==> config.mk <==
export PLATFORM = sky130hd
export DESIGN_NAME = c7bifu_fcl_mo_flat
export DESIGN_NICKNAME = d
export VERILOG_FILES = /design/src/rtl/c7bifu_pkg.sv /design/src/rtl/c7bifu_fcl_mo_if.sv /design/src/rtl/c7bifu_fcl_inflight.sv /design/src/rtl/c7bifu_fcl_mo.sv /design/src/flat_wrapper.sv
export SDC_FILE = /design/constraint.sdc
export NUM_CORES = 1
export LEC_CHECK = 0
export BUFFER_PORTS_ARGS = -buffer_cell sky130_fd_sc_hd__buf_2
export CAP_MARGIN = 5
export CELL_PAD_IN_SITES_DETAIL_PLACEMENT = 0
export CELL_PAD_IN_SITES_GLOBAL_PLACEMENT = 1
export CORE_MARGIN = 10
export CORE_UTILIZATION = 37
export DETAILED_ROUTE_END_ITERATION = 10
export MAX_ROUTING_LAYER = met4
export PLACE_DENSITY = 0.87
export SLEW_MARGIN = 20
export SYNTH_ARGS = -nofsm -noshare
export SYNTH_HDL_FRONTEND = slang
export SYNTH_SLANG_ARGS = --single-unit
==> constraint.sdc <==
create_clock -name clk -period 6 [get_ports clk]
set_input_delay 0.3 -clock clk [delete_from_list [all_inputs] [get_ports clk]]
set_output_delay 0.3 -clock clk [all_outputs]
set_load 0.05 [all_outputs]
==> src/rtl/c7bifu_pkg.sv <==
// Shared definitions for the IFU fetch control slice: pf address select
// indices and the in-flight depth bound.
package c7bifu_pkg;

   localparam int MAX_OUTSTANDING = 8;

   localparam int NUM_SEL  = 6;
   localparam int SEL_INIT = 0;
   localparam int SEL_OLD  = 1;
   localparam int SEL_INC  = 2;
   localparam int SEL_BRN  = 3;
   localparam int SEL_ISR  = 4;
   localparam int SEL_ERT  = 5;

   typedef logic [NUM_SEL-1:0] pf_sel_t;

   // Keeps the in-flight depth inside 1..MAX_OUTSTANDING whatever the caller passes.
   function automatic int clamp_depth(input int n);
      if (n < 1)
         return 1;
      else if (n > MAX_OUTSTANDING)
         return MAX_OUTSTANDING;
      else
         return n;
   endfunction

endpackage

==> src/rtl/c7bifu_fcl_mo_if.sv <==
// IFU <-> ICU fetch request/return channel.
interface c7bifu_fcl_mo_if;

   logic ifu_icu_req_ic1;
   logic icu_ifu_ack_ic1;
   logic icu_ifu_data_valid_ic2;

   modport master (
      output ifu_icu_req_ic1,
      input  icu_ifu_ack_ic1,
      input  icu_ifu_data_valid_ic2
   );

   modport slave (
      input  ifu_icu_req_ic1,
      output icu_ifu_ack_ic1,
      output icu_ifu_data_valid_ic2
   );

endinterface

==> src/rtl/c7bifu_fcl_inflight.sv <==
// Circular buffer of kill bits, one per acked fetch whose data has not yet
// returned. Flush marks every entry stale; data is popped in ack order.
module c7bifu_fcl_inflight
   import c7bifu_pkg::*;
#(
   parameter int OUTSTANDING = 2,
   parameter int CNT_W       = 4
) (
   input  logic             clk,
   input  logic             rst_n,
   input  logic             push,
   input  logic             push_kill,
   input  logic             pop,
   input  logic             flush,
   output logic [CNT_W-1:0] count,
   output logic [CNT_W-1:0] count_nxt,
   output logic             empty,
   output logic             full,
   output logic             head_kill
);

   localparam int DEPTH = clamp_depth(OUTSTANDING);
   localparam int PTR_W = (DEPTH > 1) ? $clog2(DEPTH) : 1;
   localparam logic [PTR_W-1:0] PTR_LAST = PTR_W'(DEPTH - 1);

   logic [PTR_W-1:0] head_q, tail_q, head_inc, tail_inc;
   logic [DEPTH-1:0] kill_q, kill_nxt;
   logic [CNT_W-1:0] count_q;

   assign head_inc  = (head_q == PTR_LAST) ? '0 : head_q + PTR_W'(1);
   assign tail_inc  = (tail_q == PTR_LAST) ? '0 : tail_q + PTR_W'(1);
   assign count_nxt = count_q + CNT_W'(push) - CNT_W'(pop);

   // Flush first, then the push overwrites its own slot with the same-cycle kill.
   always_comb begin
      kill_nxt = kill_q;
      if (flush)
         kill_nxt = '1;
      if (push)
         kill_nxt[tail_q] = push_kill;
   end

   always_ff @(posedge clk or negedge rst_n) begin
      if (!rst_n) begin
         head_q  <= '0;
         tail_q  <= '0;
         kill_q  <= '0;
         count_q <= '0;
      end else begin
         if (push)
            tail_q <= tail_inc;
         if (pop)
            head_q <= head_inc;
         kill_q  <= kill_nxt;
         count_q <= count_nxt;
      end
   end

   assign count     = count_q;
   assign empty     = (count_q == '0);
   assign full      = (count_q == CNT_W'(DEPTH));
   assign head_kill = kill_q[head_q];

endmodule

==> src/rtl/c7bifu_fcl_mo.sv <==
// IFU fetch control with multiple outstanding fetches: request issue under
// in-flight and IQ credit limits, stale-data kill on redirect, pf mux select.
module c7bifu_fcl_mo
   import c7bifu_pkg::*;
#(
   parameter int OUTSTANDING = 2,
   parameter int CNT_W       = 4
) (
   input  logic             clk,
   input  logic             resetn,
   c7bifu_fcl_mo_if.master  icu,
   input  logic             exu_ifu_except,
   input  logic             exu_ifu_branch,
   input  logic             exu_ifu_ertn,
   input  logic             exu_ifu_stall,
   input  logic [CNT_W-1:0] iq_free,
   output logic             pf_addr_sel_init,
   output logic             pf_addr_sel_old,
   output logic             pf_addr_sel_inc,
   output logic             pf_addr_sel_brn,
   output logic             pf_addr_sel_isr,
   output logic             pf_addr_sel_ert,
   output logic             pf_addr_en,
   output logic             icu_data_vld,
   output logic             stall,
   output logic             flush,
   output logic [CNT_W-1:0] inflight_cnt
);

   localparam int DEPTH = clamp_depth(OUTSTANDING);

   logic             req_q, init_q;
   logic             acc, issue, push, pop;
   logic             empty, full, head_kill;
   logic [CNT_W-1:0] cnt_q, cnt_nxt;
   pf_sel_t          sel;

   assign flush = exu_ifu_except | exu_ifu_branch | exu_ifu_ertn;
   assign stall = exu_ifu_stall;

   assign acc  = req_q & icu.icu_ifu_ack_ic1;
   assign pop  = icu.icu_ifu_data_valid_ic2 & ~empty;
   // Issue limits keep the buffer from overflowing; the guard only backs that up.
   assign push = acc & (~full | pop);

   c7bifu_fcl_inflight #(
      .OUTSTANDING (DEPTH),
      .CNT_W       (CNT_W)
   ) u_inflight (
      .clk       (clk),
      .rst_n     (resetn),
      .push      (push),
      .push_kill (flush),
      .pop       (pop),
      .flush     (flush),
      .count     (cnt_q),
      .count_nxt (cnt_nxt),
      .empty     (empty),
      .full      (full),
      .head_kill (head_kill)
   );

   assign issue = init_q & (~req_q | acc)
                & (cnt_nxt < CNT_W'(DEPTH))
                & (cnt_nxt < iq_free);

   // A pending request is never withdrawn, not even by a redirect.
   always_ff @(posedge clk or negedge resetn) begin
      if (!resetn) begin
         req_q  <= 1'b0;
         init_q <= 1'b0;
      end else begin
         req_q  <= (req_q & ~acc) | issue;
         init_q <= 1'b1;
      end
   end

   always_comb begin
      sel = '0;
      if (!init_q)
         sel[SEL_INIT] = 1'b1;
      else if (exu_ifu_except)
         sel[SEL_ISR] = 1'b1;
      else if (exu_ifu_ertn)
         sel[SEL_ERT] = 1'b1;
      else if (exu_ifu_branch)
         sel[SEL_BRN] = 1'b1;
      else if (acc)
         sel[SEL_INC] = 1'b1;
      else
         sel[SEL_OLD] = 1'b1;
   end

   assign pf_addr_sel_init = sel[SEL_INIT];
   assign pf_addr_sel_old  = sel[SEL_OLD];
   assign pf_addr_sel_inc  = sel[SEL_INC];
   assign pf_addr_sel_brn  = sel[SEL_BRN];
   assign pf_addr_sel_isr  = sel[SEL_ISR];
   assign pf_addr_sel_ert  = sel[SEL_ERT];

   assign pf_addr_en   = ~init_q | flush | acc;
   assign icu_data_vld = icu.icu_ifu_data_valid_ic2 & ~empty & ~head_kill & ~flush;
   assign inflight_cnt = cnt_q;

   assign icu.ifu_icu_req_ic1 = req_q;

endmodule

==> src/flat_wrapper.sv <==
// flat-port wrapper written by rule: the top's interface ports become plain ports
module c7bifu_fcl_mo_flat import c7bifu_pkg::*;
#(
   parameter int OUTSTANDING = 2,
   parameter int CNT_W       = 4
)
  (clk, resetn, exu_ifu_except, exu_ifu_branch, exu_ifu_ertn, exu_ifu_stall, iq_free, pf_addr_sel_init, pf_addr_sel_old, pf_addr_sel_inc, pf_addr_sel_brn, pf_addr_sel_isr, pf_addr_sel_ert, pf_addr_en, icu_data_vld, stall, flush, inflight_cnt, icu_ifu_icu_req_ic1, icu_icu_ifu_ack_ic1, icu_icu_ifu_data_valid_ic2);
  c7bifu_fcl_mo_if icu_i ();
  input  logic clk;
  input  logic resetn;
  input  logic exu_ifu_except;
  input  logic exu_ifu_branch;
  input  logic exu_ifu_ertn;
  input  logic exu_ifu_stall;
  input  logic [CNT_W-1:0] iq_free;
  output logic pf_addr_sel_init;
  output logic pf_addr_sel_old;
  output logic pf_addr_sel_inc;
  output logic pf_addr_sel_brn;
  output logic pf_addr_sel_isr;
  output logic pf_addr_sel_ert;
  output logic pf_addr_en;
  output logic icu_data_vld;
  output logic stall;
  output logic flush;
  output logic [CNT_W-1:0] inflight_cnt;
  output wire logic [$bits(icu_i.ifu_icu_req_ic1)-1:0] icu_ifu_icu_req_ic1;
  input wire logic [$bits(icu_i.icu_ifu_ack_ic1)-1:0] icu_icu_ifu_ack_ic1;
  input wire logic [$bits(icu_i.icu_ifu_data_valid_ic2)-1:0] icu_icu_ifu_data_valid_ic2;
  assign icu_ifu_icu_req_ic1 = icu_i.ifu_icu_req_ic1;
  assign icu_i.icu_ifu_ack_ic1 = icu_icu_ifu_ack_ic1;
  assign icu_i.icu_ifu_data_valid_ic2 = icu_icu_ifu_data_valid_ic2;
  c7bifu_fcl_mo #(.OUTSTANDING(OUTSTANDING), .CNT_W(CNT_W)) u_core (.clk(clk), .resetn(resetn), .icu(icu_i), .exu_ifu_except(exu_ifu_except), .exu_ifu_branch(exu_ifu_branch), .exu_ifu_ertn(exu_ifu_ertn), .exu_ifu_stall(exu_ifu_stall), .iq_free(iq_free), .pf_addr_sel_init(pf_addr_sel_init), .pf_addr_sel_old(pf_addr_sel_old), .pf_addr_sel_inc(pf_addr_sel_inc), .pf_addr_sel_brn(pf_addr_sel_brn), .pf_addr_sel_isr(pf_addr_sel_isr), .pf_addr_sel_ert(pf_addr_sel_ert), .pf_addr_en(pf_addr_en), .icu_data_vld(icu_data_vld), .stall(stall), .flush(flush), .inflight_cnt(inflight_cnt));
endmodule
==> impl_metrics.xml <==
<?xml version="1.0" encoding="UTF-8"?>
<metrics>
  <group name="outcome">
    <metric name="result_of_the_run" unit="">finished, final reports clean</metric>
  </group>
  <group name="die">
    <metric name="number_of_core_rows" unit="">15</metric>
    <metric name="ios" unit="">27</metric>
    <metric name="die_area" unit="um^2">4000</metric>
    <metric name="starting_density_of_the_core" unit="">0.397</metric>
    <metric name="coreArea" unit="um^2">1750</metric>
    <metric name="chip_height" unit="um">63.3</metric>
    <metric name="die-width" unit="um">63.3</metric>
  </group>
  <group name="placement">
    <metric name="dp_hpwl" unit="mm">1.35</metric>
    <metric name="finalWeightedCongestion" unit="">0.756</metric>
    <metric name="place.port_buffers" unit="">24</metric>
    <metric name="placement.setup.worst_slack" unit="ps">3040</metric>
    <metric name="number_of_instances_in_the_placed_design" unit="">116</metric>
    <metric name="placement.cell_area" unit="um^2">837</metric>
  </group>
  <group name="route">
    <metric name="drcViolationCount" unit="">0</metric>
    <metric name="ant_nets" unit="">0</metric>
    <metric name="drt_iter0_markers" unit="">23</metric>
    <metric name="via_density_per_instance" unit="">4.63</metric>
    <metric name="avgRoutedWirePerCell" unit="um">12.8</metric>
    <metric name="route.vias.total" unit="">560</metric>
    <metric name="drt-pass1-iter-count" unit="">2</metric>
    <metric name="route.final.wire_length" unit="mm">1.55</metric>
  </group>
  <group name="clock_network">
    <metric name="cts_sinks" unit="">10</metric>
    <metric name="worstSkewPairLatency" unit="ps">270</metric>
    <metric name="numCtsBuffers" unit="">3</metric>
    <metric name="ctsResizeCount" unit="">0</metric>
    <metric name="cts.clk_slew.worst_paths" unit="ps">70</metric>
    <metric name="cts_root_buffer" unit="">sky130_fd_sc_hd__clkbuf_4</metric>
    <metric name="cts_max_level" unit="">1</metric>
    <metric name="clock_tree.buffer_depth" unit="">2</metric>
    <metric name="tritoncts" unit="">built</metric>
    <metric name="number_of_buffers_inserted_by_hold_repair_at_cts" unit="">1</metric>
    <metric name="postCtsSetupRepairBufs" unit="">0</metric>
  </group>
  <group name="power_and_ir_drop">
    <metric name="power.density_cell_area" unit="nW/um^2">515</metric>
    <metric name="power.leakage" unit="nW">0.449</metric>
    <metric name="ir_worst_vdd" unit="uV">360</metric>
  </group>
  <group name="final_layout">
    <metric name="multi_input_area" unit="um^2">398</metric>
    <metric name="postLayoutCellArea" unit="um^2">883</metric>
    <metric name="layoutNonFillerInstCount" unit="">121</metric>
    <metric name="final_common_cell" unit="">sky130_fd_sc_hd__buf_2</metric>
    <metric name="fillerInstances" unit="">172</metric>
    <metric name="seqCellArea" unit="um^2">250</metric>
    <metric name="final_cell_mix" unit="">sky130_fd_sc_hd__buf_2, sky130_fd_sc_hd__inv_1, sky130_fd_sc_hd__dfrtp_1</metric>
    <metric name="post-route-util" unit="">0.506</metric>
    <metric name="design.final.nets" unit="">118</metric>
    <metric name="post_route_cells_drive_above_1_share" unit="">0.365</metric>
    <metric name="antenna_cells" unit="">0</metric>
    <metric name="area.growth.synth_to_final" unit="%">27.4</metric>
  </group>
  <group name="hold_path">
    <metric name="tightest_hold_check_type" unit="">primary input to register</metric>
  </group>
  <group name="grt">
    <metric name="grt_start_max_net_pins" unit="">11</metric>
    <metric name="antenna_found_initial" unit="">0</metric>
    <metric name="grt_total_ovfl" unit="">0</metric>
    <metric name="grt.total_usage" unit="">0.0824</metric>
    <metric name="number_of_global_route_vias_before_repair" unit="">587</metric>
    <metric name="grt_first_pass_wirelength" unit="mm">2.56</metric>
  </group>
  <group name="logic_synthesis">
    <metric name="synth_enable_flop_cells" unit="">0</metric>
    <metric name="synth_cell_types" unit="">29</metric>
    <metric name="netlist.top_cell.by_area" unit="">sky130_fd_sc_hd__dfrtp_1</metric>
    <metric name="netlist_top_cells_area" unit="">sky130_fd_sc_hd__dfrtp_1, sky130_fd_sc_hd__ha_1, sky130_fd_sc_hd__inv_1</metric>
    <metric name="postSynthNetCount" unit="">89</metric>
    <metric name="ys.warnings.count" unit="">0</metric>
    <metric name="syn_area" unit="um^2">693</metric>
    <metric name="post_synth_inst_count" unit="">68</metric>
    <metric name="ys_seq_elements" unit="">10</metric>
    <metric name="dominantRegCellSynth" unit="">sky130_fd_sc_hd__dfrtp_1</metric>
    <metric name="synth_async_sr_flop_share" unit="">1.00</metric>
    <metric name="synth_top_area_share" unit="">0.361</metric>
    <metric name="avgSynthCellArea" unit="um^2">10.2</metric>
    <metric name="ys_seq_area_frac" unit="">0.361</metric>
  </group>
  <group name="timing">
    <metric name="setup_ws" unit="ps">3050</metric>
    <metric name="clock_skew" unit="ps">1.40</metric>
    <metric name="setup_tns" unit="ps">0</metric>
    <metric name="fmax" unit="GHz">0.339</metric>
    <metric name="report.final.setup_viol" unit="">0</metric>
    <metric name="fin_crit_sh" unit="">0.492</metric>
    <metric name="timing.final.max_slew_violations" unit="">0</metric>
    <metric name="hold_violations" unit="">0</metric>
    <metric name="finalCriticalPeriod" unit="ps">2950</metric>
    <metric name="grt_setup_unrepaired" unit="">false</metric>
  </group>
  <group name="job">
    <metric name="max_cap_violations" unit="">0</metric>
  </group>
  <group name="critical_path">
    <metric name="startpoint_type" unit="">register</metric>
    <metric name="timing.critical_path.required" unit="ps">6170</metric>
    <metric name="critical_path_peak_fanout" unit="">3</metric>
    <metric name="critical_path_arrival" unit="ps">3130</metric>
    <metric name="timing.critical_path.to_type" unit="">register</metric>
    <metric name="critPathKind" unit="">register to register</metric>
  </group>
</metrics>
-- synthesized netlist by cell type, drive strengths merged, types with 2 or more instances --
cell and count:
or3 2, nand2b 3, nor3 2, ha 8
dfrtp 10, a21o 3, a21oi 2, o21ai 2
xor2 2, nand2 8, nor2 3, inv 10
-- cell families (layout without fill, tap and decap cells) --
group / count (synthesis) / in the layout / share of synthesized area
buffers and inverters: 11 / 39 / 0.0650
adder cells (fa/ha/maj): 9 / 9 / 0.173
AND/OR/NAND/NOR: 25 / 25 / 0.227
other: 1 / 1 / 0.00541
AO/OA/AOI/OAI: 9 / 9 / 0.130
XOR/XNOR: 3 / 3 / 0.0379
flip-flops: 10 / 10 / 0.361
-- state kept, by name (all words and copies together), names as in the netlist --
signal,count
u_core.u_inflight.count,4
u_core.u_inflight.kill_q,2
u_core.icu.ifu_icu_req_ic1,1
u_core.init_q,1
u_core.u_inflight.head_q,1
u_core.u_inflight.tail_q,1
-- critical path, stage by stage (launching register included) --
cell                       delay [ps]
sky130_fd_sc_hd__dfrtp_1          380
sky130_fd_sc_hd__inv_1             80
sky130_fd_sc_hd__ha_1             190
sky130_fd_sc_hd__nor4bb_4         360
sky130_fd_sc_hd__nor2_2            80
sky130_fd_sc_hd__or2_4            260
sky130_fd_sc_hd__ha_1             270
sky130_fd_sc_hd__a21o_1           150
sky130_fd_sc_hd__a21oi_1          160
sky130_fd_sc_hd__xor2_1           290
sky130_fd_sc_hd__ha_1             310
sky130_fd_sc_hd__nand2_1           70
sky130_fd_sc_hd__nand3_1           70
sky130_fd_sc_hd__o32ai_1          210
-- where the power goes --
part / switching (mW) / leakage (nW) / total, mW / internal, mW
Sequential: 0.0244 / 0.113 / 0.117 / 0.0923
Combinational: 0.176 / 0.314 / 0.276 / 0.0999
Clock: 0.0252 / 0.0210 / 0.0621 / 0.0369
-- final timing paths --
path                                                        from                                    end  slack [ps]  cells past startpoint
setup / recovery            u_core.u_inflight.count[2]$_DFF_PN0_   u_core.icu.ifu_icu_req_ic1$_DFF_PN0_        3050                     13
hold / removal                               icu_icu_ifu_ack_ic1   u_core.icu.ifu_icu_req_ic1$_DFF_PN0_         220                      2
setup reg to reg            u_core.u_inflight.count[2]$_DFF_PN0_   u_core.icu.ifu_icu_req_ic1$_DFF_PN0_        3050                     13
hold reg to reg            u_core.u_inflight.kill_q[0]$_DFF_PN0_  u_core.u_inflight.kill_q[0]$_DFF_PN0_         480                      1
max in group asynchronous                                 resetn   u_core.icu.ifu_icu_req_ic1$_DFF_PN0_        5390                      2
min in group asynchronous                                 resetn   u_core.u_inflight.head_q$_DFFE_PN0N_         420                      2
-- cell type report --
class,instances,area share
Sequential cell,10,0.283
Multi-Input combinational cell,47,0.450
Clock buffer,4,0.0411
Inverter,10,0.0425
Timing Repair Buffer,25,0.147
Tap cell,25,0.0354
-- per-stage QoR --
| step | hold slack [ps] | power (mW) |
|---|---|---|
| 6_report | 223 | 0.455 |
| 5_1_grt | 211 | 0.499 |
| 4_1_cts | 216 | 0.464 |
| 3_5_place_dp | 179 | 0.399 |
| 3_3_place_gp | 173 | 0.385 |
| 2_1_floorplan | 4.41 | 0.331 |
-- layer usage --
metal	up-vias	global-route usage	part of all wire
met2	17	0.141	0.50
met1	257	0.0801	0.43
met5	-	-	0
met4	0	0.0410	0.0090
li1	282	-	-
met3	4	0.0318	0.060
Note: power is estimated with default switching activity, not from simulation.
